--- config.mk ---
export PLATFORM = sky130hd
export DESIGN_NAME = coin_credit_module
export DESIGN_NICKNAME = d
export VERILOG_FILES = /design/src/rtl/coin_credit_module.sv
export SDC_FILE = /design/constraint.sdc
export NUM_CORES = 1
export LEC_CHECK = 0
export BUFFER_PORTS_ARGS = -buffer_cell sky130_fd_sc_hd__buf_2
export CAP_MARGIN = 10
export CORE_UTILIZATION = 62
export CTS_CLUSTER_DIAMETER = 100
export DETAILED_ROUTE_END_ITERATION = 16
export PLACE_DENSITY = 0.85
export SLEW_MARGIN = 20
export SYNTH_ARGS = -nofsm -noshare
export SYNTH_HDL_FRONTEND = slang
export SYNTH_SLANG_ARGS = --single-unit
--- constraint.sdc ---
create_clock -name clock -period 2.93 [get_ports clock]
set_input_delay 0.293 -clock clock [delete_from_list [all_inputs] [get_ports clock]]
set_output_delay 0.293 -clock clock [all_outputs]
set_load 0.02 [all_outputs]
--- src/rtl/coin_credit_module.sv ---
// Coin credit front end: debounced switches, credit accumulation,
// purchase arbitration and vend req/ack handoff to the brew stage.
module coin_credit_module #(
  parameter int unsigned DEBOUNCE_CYCLES    = 500000,
  parameter int unsigned MAX_CREDIT         = 9,
  parameter int unsigned REFUND_HOLD_CYCLES = 150000000
) (
  input  logic       clock,
  input  logic       reset,
  input  logic       coin_100,
  input  logic       coin_500,
  input  logic       confirm,
  input  logic       cancel,
  input  logic [3:0] price,
  input  logic       vend_ack,
  input  logic       brew_done,
  output logic [3:0] credit,
  output logic [3:0] change,
  output logic       vend_req,
  output logic       busy,
  output logic       reject,
  output logic       insufficient,
  output logic [2:0] state
);

  localparam int DW = $clog2(DEBOUNCE_CYCLES + 1);
  localparam int HW = $clog2(REFUND_HOLD_CYCLES + 1);

  typedef enum logic [2:0] {
    ST_IDLE   = 3'd0,
    ST_CREDIT = 3'd1,
    ST_VEND   = 3'd2,
    ST_BREW   = 3'd3,
    ST_REFUND = 3'd4
  } state_t;

  logic [3:0]    raw;
  logic [3:0]    sync1_q;
  logic [3:0]    sync2_q;
  logic [3:0]    level_q;
  logic [3:0]    ev_q;
  logic [DW-1:0] cnt_q [4];

  assign raw = {cancel, confirm, coin_500, coin_100};

  // ev_q fires on the same edge the debounced level rises
  always_ff @(posedge clock or negedge reset) begin
    if (!reset) begin
      sync1_q <= '0;
      sync2_q <= '0;
      level_q <= '0;
      ev_q    <= '0;
      for (int i = 0; i < 4; i++) cnt_q[i] <= '0;
    end else begin
      sync1_q <= raw;
      sync2_q <= sync1_q;
      ev_q    <= '0;
      for (int i = 0; i < 4; i++) begin
        if (sync2_q[i] == level_q[i]) begin
          cnt_q[i] <= '0;
        end else if (cnt_q[i] == DW'(DEBOUNCE_CYCLES - 1)) begin
          cnt_q[i]   <= '0;
          level_q[i] <= sync2_q[i];
          ev_q[i]    <= sync2_q[i];
        end else begin
          cnt_q[i] <= cnt_q[i] + DW'(1);
        end
      end
    end
  end

  logic coin100_ev, coin500_ev, confirm_ev, cancel_ev, coin_any;

  assign coin100_ev = ev_q[0];
  assign coin500_ev = ev_q[1];
  assign confirm_ev = ev_q[2];
  assign cancel_ev  = ev_q[3];
  assign coin_any   = coin100_ev | coin500_ev;

  state_t        state_q, state_d;
  logic [3:0]    credit_q, credit_d;
  logic [3:0]    change_q, change_d;
  logic          vend_req_q, vend_req_d;
  logic          busy_q, busy_d;
  logic          reject_q, reject_d;
  logic          insuff_q, insuff_d;
  logic [HW-1:0] hold_q, hold_d;
  logic [4:0]    sum;
  logic [4:0]    total;

  always_ff @(posedge clock or negedge reset) begin
    if (!reset) begin
      state_q    <= ST_IDLE;
      credit_q   <= '0;
      change_q   <= '0;
      vend_req_q <= 1'b0;
      busy_q     <= 1'b0;
      reject_q   <= 1'b0;
      insuff_q   <= 1'b0;
      hold_q     <= '0;
    end else begin
      state_q    <= state_d;
      credit_q   <= credit_d;
      change_q   <= change_d;
      vend_req_q <= vend_req_d;
      busy_q     <= busy_d;
      reject_q   <= reject_d;
      insuff_q   <= insuff_d;
      hold_q     <= hold_d;
    end
  end

  always_comb begin
    state_d    = state_q;
    credit_d   = credit_q;
    change_d   = change_q;
    vend_req_d = vend_req_q;
    reject_d   = 1'b0;
    insuff_d   = 1'b0;
    hold_d     = hold_q;
    sum        = (coin100_ev ? 5'd1 : 5'd0)
               + (coin500_ev ? 5'd5 : 5'd0);
    total      = {1'b0, credit_q} + sum;

    unique case (state_q)
      ST_IDLE, ST_CREDIT: begin
        // cancel > confirm > coin; a coarbitrated coin is refused
        if (cancel_ev) begin
          reject_d = coin_any;
          if (state_q == ST_CREDIT) begin
            change_d = credit_q;
            credit_d = '0;
            hold_d   = HW'(REFUND_HOLD_CYCLES);
            state_d  = ST_REFUND;
          end
        end else if (confirm_ev) begin
          reject_d = coin_any;
          if (state_q == ST_CREDIT && price != 4'd0
              && credit_q >= price) begin
            change_d   = credit_q - price;
            credit_d   = '0;
            vend_req_d = 1'b1;
            state_d    = ST_VEND;
          end else begin
            insuff_d = 1'b1;
          end
        end else if (coin_any) begin
          if (total <= 5'(MAX_CREDIT)) begin
            credit_d = total[3:0];
            state_d  = ST_CREDIT;
          end else begin
            reject_d = 1'b1;
          end
        end
      end
      ST_VEND: begin
        reject_d = coin_any;
        if (vend_ack) begin
          vend_req_d = 1'b0;
          state_d    = ST_BREW;
        end
      end
      ST_BREW: begin
        reject_d = coin_any;
        if (brew_done) begin
          change_d = '0;
          state_d  = ST_IDLE;
        end
      end
      ST_REFUND: begin
        reject_d = coin_any;
        if (hold_q == '0) begin
          change_d = '0;
          state_d  = ST_IDLE;
        end else begin
          hold_d = hold_q - HW'(1);
        end
      end
      default: state_d = ST_IDLE;
    endcase

    busy_d = state_d inside {ST_VEND, ST_BREW, ST_REFUND};
  end

  assign credit       = credit_q;
  assign change       = change_q;
  assign vend_req     = vend_req_q;
  assign busy         = busy_q;
  assign reject       = reject_q;
  assign insufficient = insuff_q;
  assign state        = state_q;

endmodule
# After elaboration in Yosys (flattened, before gate mapping)

Cells that the tools add are included.

$add $sub $neg: 8
$lt $le $gt $ge: 2
Multiplexer cells: 59
Equality and inequality tests: 29
Bitwise operators: 5
Reductions and logical operators: 21

Operators with widths:

| cell                                                | number |
|---|---|
| two-way mux 19 bit                                  | 8 |
| two-way mux 28 bit                                  | 3 |
| adder 19 x 1 -> 19 bit, second input constant       | 4 |
| equality test 19 bit, second input constant         | 4 |
| one-hot mux 28 bit (2 select lines)                 | 1 |
| two-way mux 4 bit                                   | 12 |
| two-way mux 3 bit                                   | 10 |
| logical NOT 28 bit                                  | 1 |
| subtractor 28 x 1 -> 28 bit, second input constant  | 1 |
| two-way mux 1 bit                                   | 21 |
| inequality test 2 bit, second input constant        | 9 |
| equality test 3 x 2 -> 1 bit, second input constant | 4 |
| one-hot mux 3 bit (4 select lines)                  | 1 |
| one-hot mux 4 bit (3 select lines)                  | 1 |
| nonzero test 3 bit                                  | 4 |
| AND reduction 5 bit                                 | 2 |
| inequality test 3 bit, second input constant        | 3 |
| AND reduction 2 bit                                 | 4 |
| equality test 3 bit, second input constant          | 2 |
| AND reduction 6 bit                                 | 1 |
| adder 4 x 4 -> 5 bit                                | 1 |
| <= comparator 5 x 4 -> 1 bit, second input constant | 1 |
| adder 1 x 3 -> 4 bit                                | 1 |
| equality test 1 bit                                 | 4 |
| 15 further kinds                                    | 21 |

Register bits after elaboration: 135
Bits of input ports: 12
Logic and storage cells: 143

# Depth between registers and ports, before layout

Word-level depth: 11
Depth in mapped cells: 9

# Least setup slack after synthesis

Ideal clock, no wire load.

Path type: flip-flop to flip-flop
Start point: reg credit_q[0] (netlist: credit[0])
End point: reg credit_q[2] (netlist: credit[2])
Data arrival time: 2333 ps
Cell stages (with the launch flop): 8
Path slack: 476 ps
Setup time: 121 ps
Period minus slack after synthesis: 2454 ps
Buffers on the path: 0
Cells stage by stage: dfrtp_1 > fa_1 > ha_1 > a211o_1 > a21oi_1 > o22ai_1 > a211o_1 > a22o_1

Word-level cells in the longest chain between the ends: 5
Elaborated cells on any way between the ends: 11
Classes of those cells: 1 x add/sub; 2 x order compare; 1 x eq/ne; 4 x mux; 3 x reduce/logical

Ends and longest elaborated chain:

| element                                                      | RTL line | RTL |
|---|---|---|
| start, declared                                              | 81       | `logic [3:0] credit_q, credit_d;` |
| start signal, assigned                                       | 103      | `credit_q <= credit_d;` |
| branches (longest 5 deep; another with adder 4 x 4 -> 5 bit) | --       |  |

Parallel ways; which one is timed is not known. The select of a mux whose other input is x is not followed.
A chain may end at the register's enable or synchronous reset.

# Final worst setup path

Same ends and word-level chain as after synthesis.

==> metrics list <==
* Top delay family on crit path: compound AO/OA/AOI/OAI gates
- Die height: about 110 um
* Top FF cell, synth: dfrtp_1
- Mean post-synth cell area: 9.972 sq um
* Remaining routing DRC violations: 0
- Crit path depth: 7
- Cells along the critical path: fa_1 -> ha_1 -> a211o_1 -> a21oi_1 -> o22ai_1 -> a211o_1 -> a22o_1
* Reported leakage power: ~3.5 nW
- For this design the total switching power over the nets is 0.9339 mW.
* Insertion delay of the later-clocked pin in the worst-skew pair: ~0.53 ns
- Vias in the first global route: about 5,300
* Share of synthesized registers carrying an async set or reset: 100.0%
* Worst Path Class, Setup: flip-flop to flip-flop
* Critical Path Fanout Max: 5
- Worst-case hold slack: 0.1411 ns
* Least-Margin Pin Slew: 0.7849 ns
- Initial core utilization: approximately 64%
- Pre-antenna DRT Iters: 7
- Via count: 5,224
- After clock tree synthesis, the setup repair step added 0 buffers.
- In this run, CTS created clock tree buffers numbering 17.
* Number of antenna violations at the first check in global routing: 0
- Average routed wire per standard cell: 16.80 um
- Initial DRC count: 297
- In this design, the stage delay of the slowest critical-path cell is about 0.54 ns.
- Worst min-delay path class: input pin to flip-flop
- In this run, distinct cell masters in the synthesized netlist total 63.
- The post-route netlist has 11.91% of its cells at a drive strength greater than 1.
- Final cell utilization of the core: between 70% and 80%
- Internal power: 3.229 mW
- The max-slew violation count was 0.
* Final count of hold timing violations: 0
* Fraction of power spent switching nets: 22.43%
- The clock network accounts for about 51% of the total power.
- Startpoint Class: flip-flop
- Entering global routing, the biggest net connects 68 pins.
- After layout, the worst path uses 92.12% of the clock period.
- Detail Placement HPWL: 9121 um
- The region available for standard cell placement spans 10,420 sq um.
* Clock skew: 0.006501 ns
* Sequential area share after synthesis: 50.41%
- CTS placed an instance of clkbuf_8 at the clock tree root.
* Slowest CP cell: fa_1
* Drt total wl: 14,410 um
- Data arrives at the worst endpoint at around 3.1 ns.
- The clock tree synthesis step divided the H-tree into 4 levels.
- After clock tree synthesis, the clock-pin slew on the worst setup and hold paths is about 0.06 ns.
- In this run, synthesis produced a sequential element count of 135.
* DIE AREA: ~11,000 sq um
- Final critical delay including setup and external delays: 2.699 ns
- For the worst setup path, the data required time is between 3 and 4 ns.
* Count of mapped cells out of synthesis: 672
- STA classifies the critical path endpoint as a flip-flop.
* Total negative slack: 0 ns
- Together, buffers and inverters on the worst path number 0.
- Final ANT Viol Nets: 0
- Using the TritonRoute via totals, the vias-per-cell ratio works out to 6.089.
- Post-cts gate resize count: 0
* Grt total ovfl: 0
* Worst Reg-to-Reg Cells: 7
- Combinational share of power: 3.3%
- Fin nets: between 700 and 800
- The congestion estimate from routability-driven global placement came to 0.8321.
- Global-route wire length before repair: 24,430 um
- TritonCTS built the clock tree.
- No sink is reached through more buffers than the 2 on the longest clock path.
* Combined area of all synthesized cells: 6701 sq um
- IO Count: 27
* Unrepaired setup endpoints after global routing: no
- Dividing total power by cell area gives a power density of 547.0 nW/um^2.
- Slew Limit Headroom: a little under half
- # rows: 37
- Hold Crit Depth: 4
- Of the total power, registers draw 45.8%.
- Port buffering added 26 buffers.
- Run status: finished, final reports clean
- Peak VDD IR: 0.5578 mV
- During synthesis, Yosys emitted a total of 0 warnings.
- Post-Syn Nets: 697
- Yosys mapped a number of flops with a built-in enable equal to 0.
* Diode insertion count for antenna repair: 0
* Synthesis-to-layout area growth: 13.57%
- From left edge to right edge, the die measures approximately 110 um.
- Static timing analysis puts the maximum clock frequency at 370.5 MHz.
* Most used cell along the critical path: a211o_1
* Setup-failing EPs final: 0
* Global-route usage over all layers: 27.84%
- Max cap viols: 0
* Clock sink count: 135
==> flip-flops by register name, indices dropped and copies added, names as in the netlist <==
name / cells
busy: 1
change: 4
cnt_q: 76
credit: 4
ev_q: 4
hold_q: 28
insufficient: 1
level_q: 4
reject: 1
state: 3
sync1_q: 4
sync2_q: 4
vend_req: 1
==> metal layers <==
layer / track usage [%] / up-vias / part of all wire, %
met5: 0 / - / 0
met4: 11.61 / 0 / 2.4
met3: 6.193 / 31 / 4.8
met2: 47.43 / 170 / 51
met1: 34.35 / 2578 / 41
li1: - / 2445 / -
==> final timing paths <==
check,from,to,slack (ns)
worst max-delay path,credit[0],credit[2],0.23
worst min-delay path,brew_done,state[1],0.14
worst max register to register,credit[0],credit[2],0.23
worst min register to register,sync1_q[0],sync2_q[0],0.35
max in group asynchronous,reset,cnt_q[39],1.85
min in group asynchronous,reset,hold_q[15],0.29
==> power by group through the flow <==
stage / combinational, mW / sequential [mW] / clock [mW]
after detailed placement: 0.130 / 1.94 / 0
final: 0.136 / 1.91 / 2.12
after floorplan: 0.0598 / 1.94 / 0
after global placement: 0.123 / 1.94 / 0
after global routing: 0.155 / 1.91 / 2.22
after CTS: 0.139 / 1.91 / 2.15
==> worst reg2reg max path, stage by stage (launching register included) <==
cell,delay (ns)
dfrtp_1,0.47
fa_1,0.55
ha_1,0.28
a211o_1,0.28
a21oi_1,0.20
o22ai_1,0.18
a211o_1,0.38
a22o_1,0.26
==> synthesized netlist by cell type (all sizes together) (7+ instances only) <==
| cell | count | share of area, % |
|---|---|---|
| or4 | 10 | 1.3 |
| or2 | 7 | 0.65 |
| and3 | 17 | 1.6 |
| nand2 | 36 | 2.0 |
| nor2 | 110 | 6.2 |
| or3 | 10 | 0.93 |
| inv | 25 | 1.4 |
| a21oi | 22 | 1.6 |
| nand4 | 18 | 1.8 |
| buf | 10 | 0.78 |
| xnor2 | 38 | 5.0 |
| nor4 | 16 | 2.2 |
| xor2 | 39 | 5.1 |
| dfrtp | 135 | 50 |
| clkbuf | 8 | 0.45 |
| nor3 | 17 | 1.3 |
| o21ai | 19 | 1.4 |
| nand3 | 46 | 3.4 |
| ha | 11 | 2.1 |
==> cells by family (layout without fill, tap and decap cells) <==
logic type,count (synthesis),after routing,share of synthesized area [%]
AND/OR/NAND/NOR,318,318,25.34
flip-flops,135,135,50.41
adder cells (fa/ha/maj),13,13,2.651
buffers and inverters,43,93,2.633
multiplexers,10,10,1.568
XOR/XNOR,77,77,10.06
AO/OA/AOI/OAI,76,76,7.338
==> final cells by class <==
| cell class | count | area, sq um |
|---|---|---|
| clock buffers | 17 | 414.1 |
| multi-input cells | 494 | 3147 |
| repair buffers | 36 | 232.7 |
| clock inverters | 15 | 175.2 |
| inverters | 25 | 93.84 |
| flip-flops and latches | 135 | 3378 |
| well taps | 136 | 170.2 |
| fillers | 697 | 2805 |
==> stage by stage <==
stage / cell area (sq um) / power (mW) / worst slack, ns / instances
floorplan: 6701 / 2.002 / 0.4761 / 672
global placement: 6972 / 2.061 / 0.5187 / 821
detailed placement: 6972 / 2.071 / 0.3798 / 821
CTS: 7611 / 4.199 / 0.2485 / 858
global route: 7611 / 4.285 / 0.1190 / 858
finish: 7611 / 4.163 / 0.2308 / 858
==> placed cells by master, fill, tap and decap left out, drive strengths merged, types with 3 or more instances in the layout <==
cell type	synthesis	final
or4	10	10
nor2b	3	3
clkinv	0	5
o31ai	4	4
or3b	3	3
nor4	16	16
nand2	36	36
dlygate4sd3	0	5
xor2	39	39
o22ai	4	4
and3b	4	4
buf	10	31
bufinv	0	3
clkinvlp	0	4
mux2	4	4
or2	7	7
a31oi	3	3
o211ai	3	3
nor3	17	17
dfrtp	135	135
or3	10	10
ha	11	11
o21ai	19	19
nand4	18	18
xnor2	38	38
nor2	110	110
nor3b	4	4
a21oi	22	22
mux2i	6	6
and3	17	17
inv	25	28
nand3	46	46
clkbuf	8	17
a211o	3	3
nand4b	6	6
a22o	3	3
==> timing repair <==
item                                    CTS  global route
endpoints found under the setup margin    0             0
hold endpoints to repair                 45             0
hold buffers                              5             0
(Power assumes the default switching activity.)
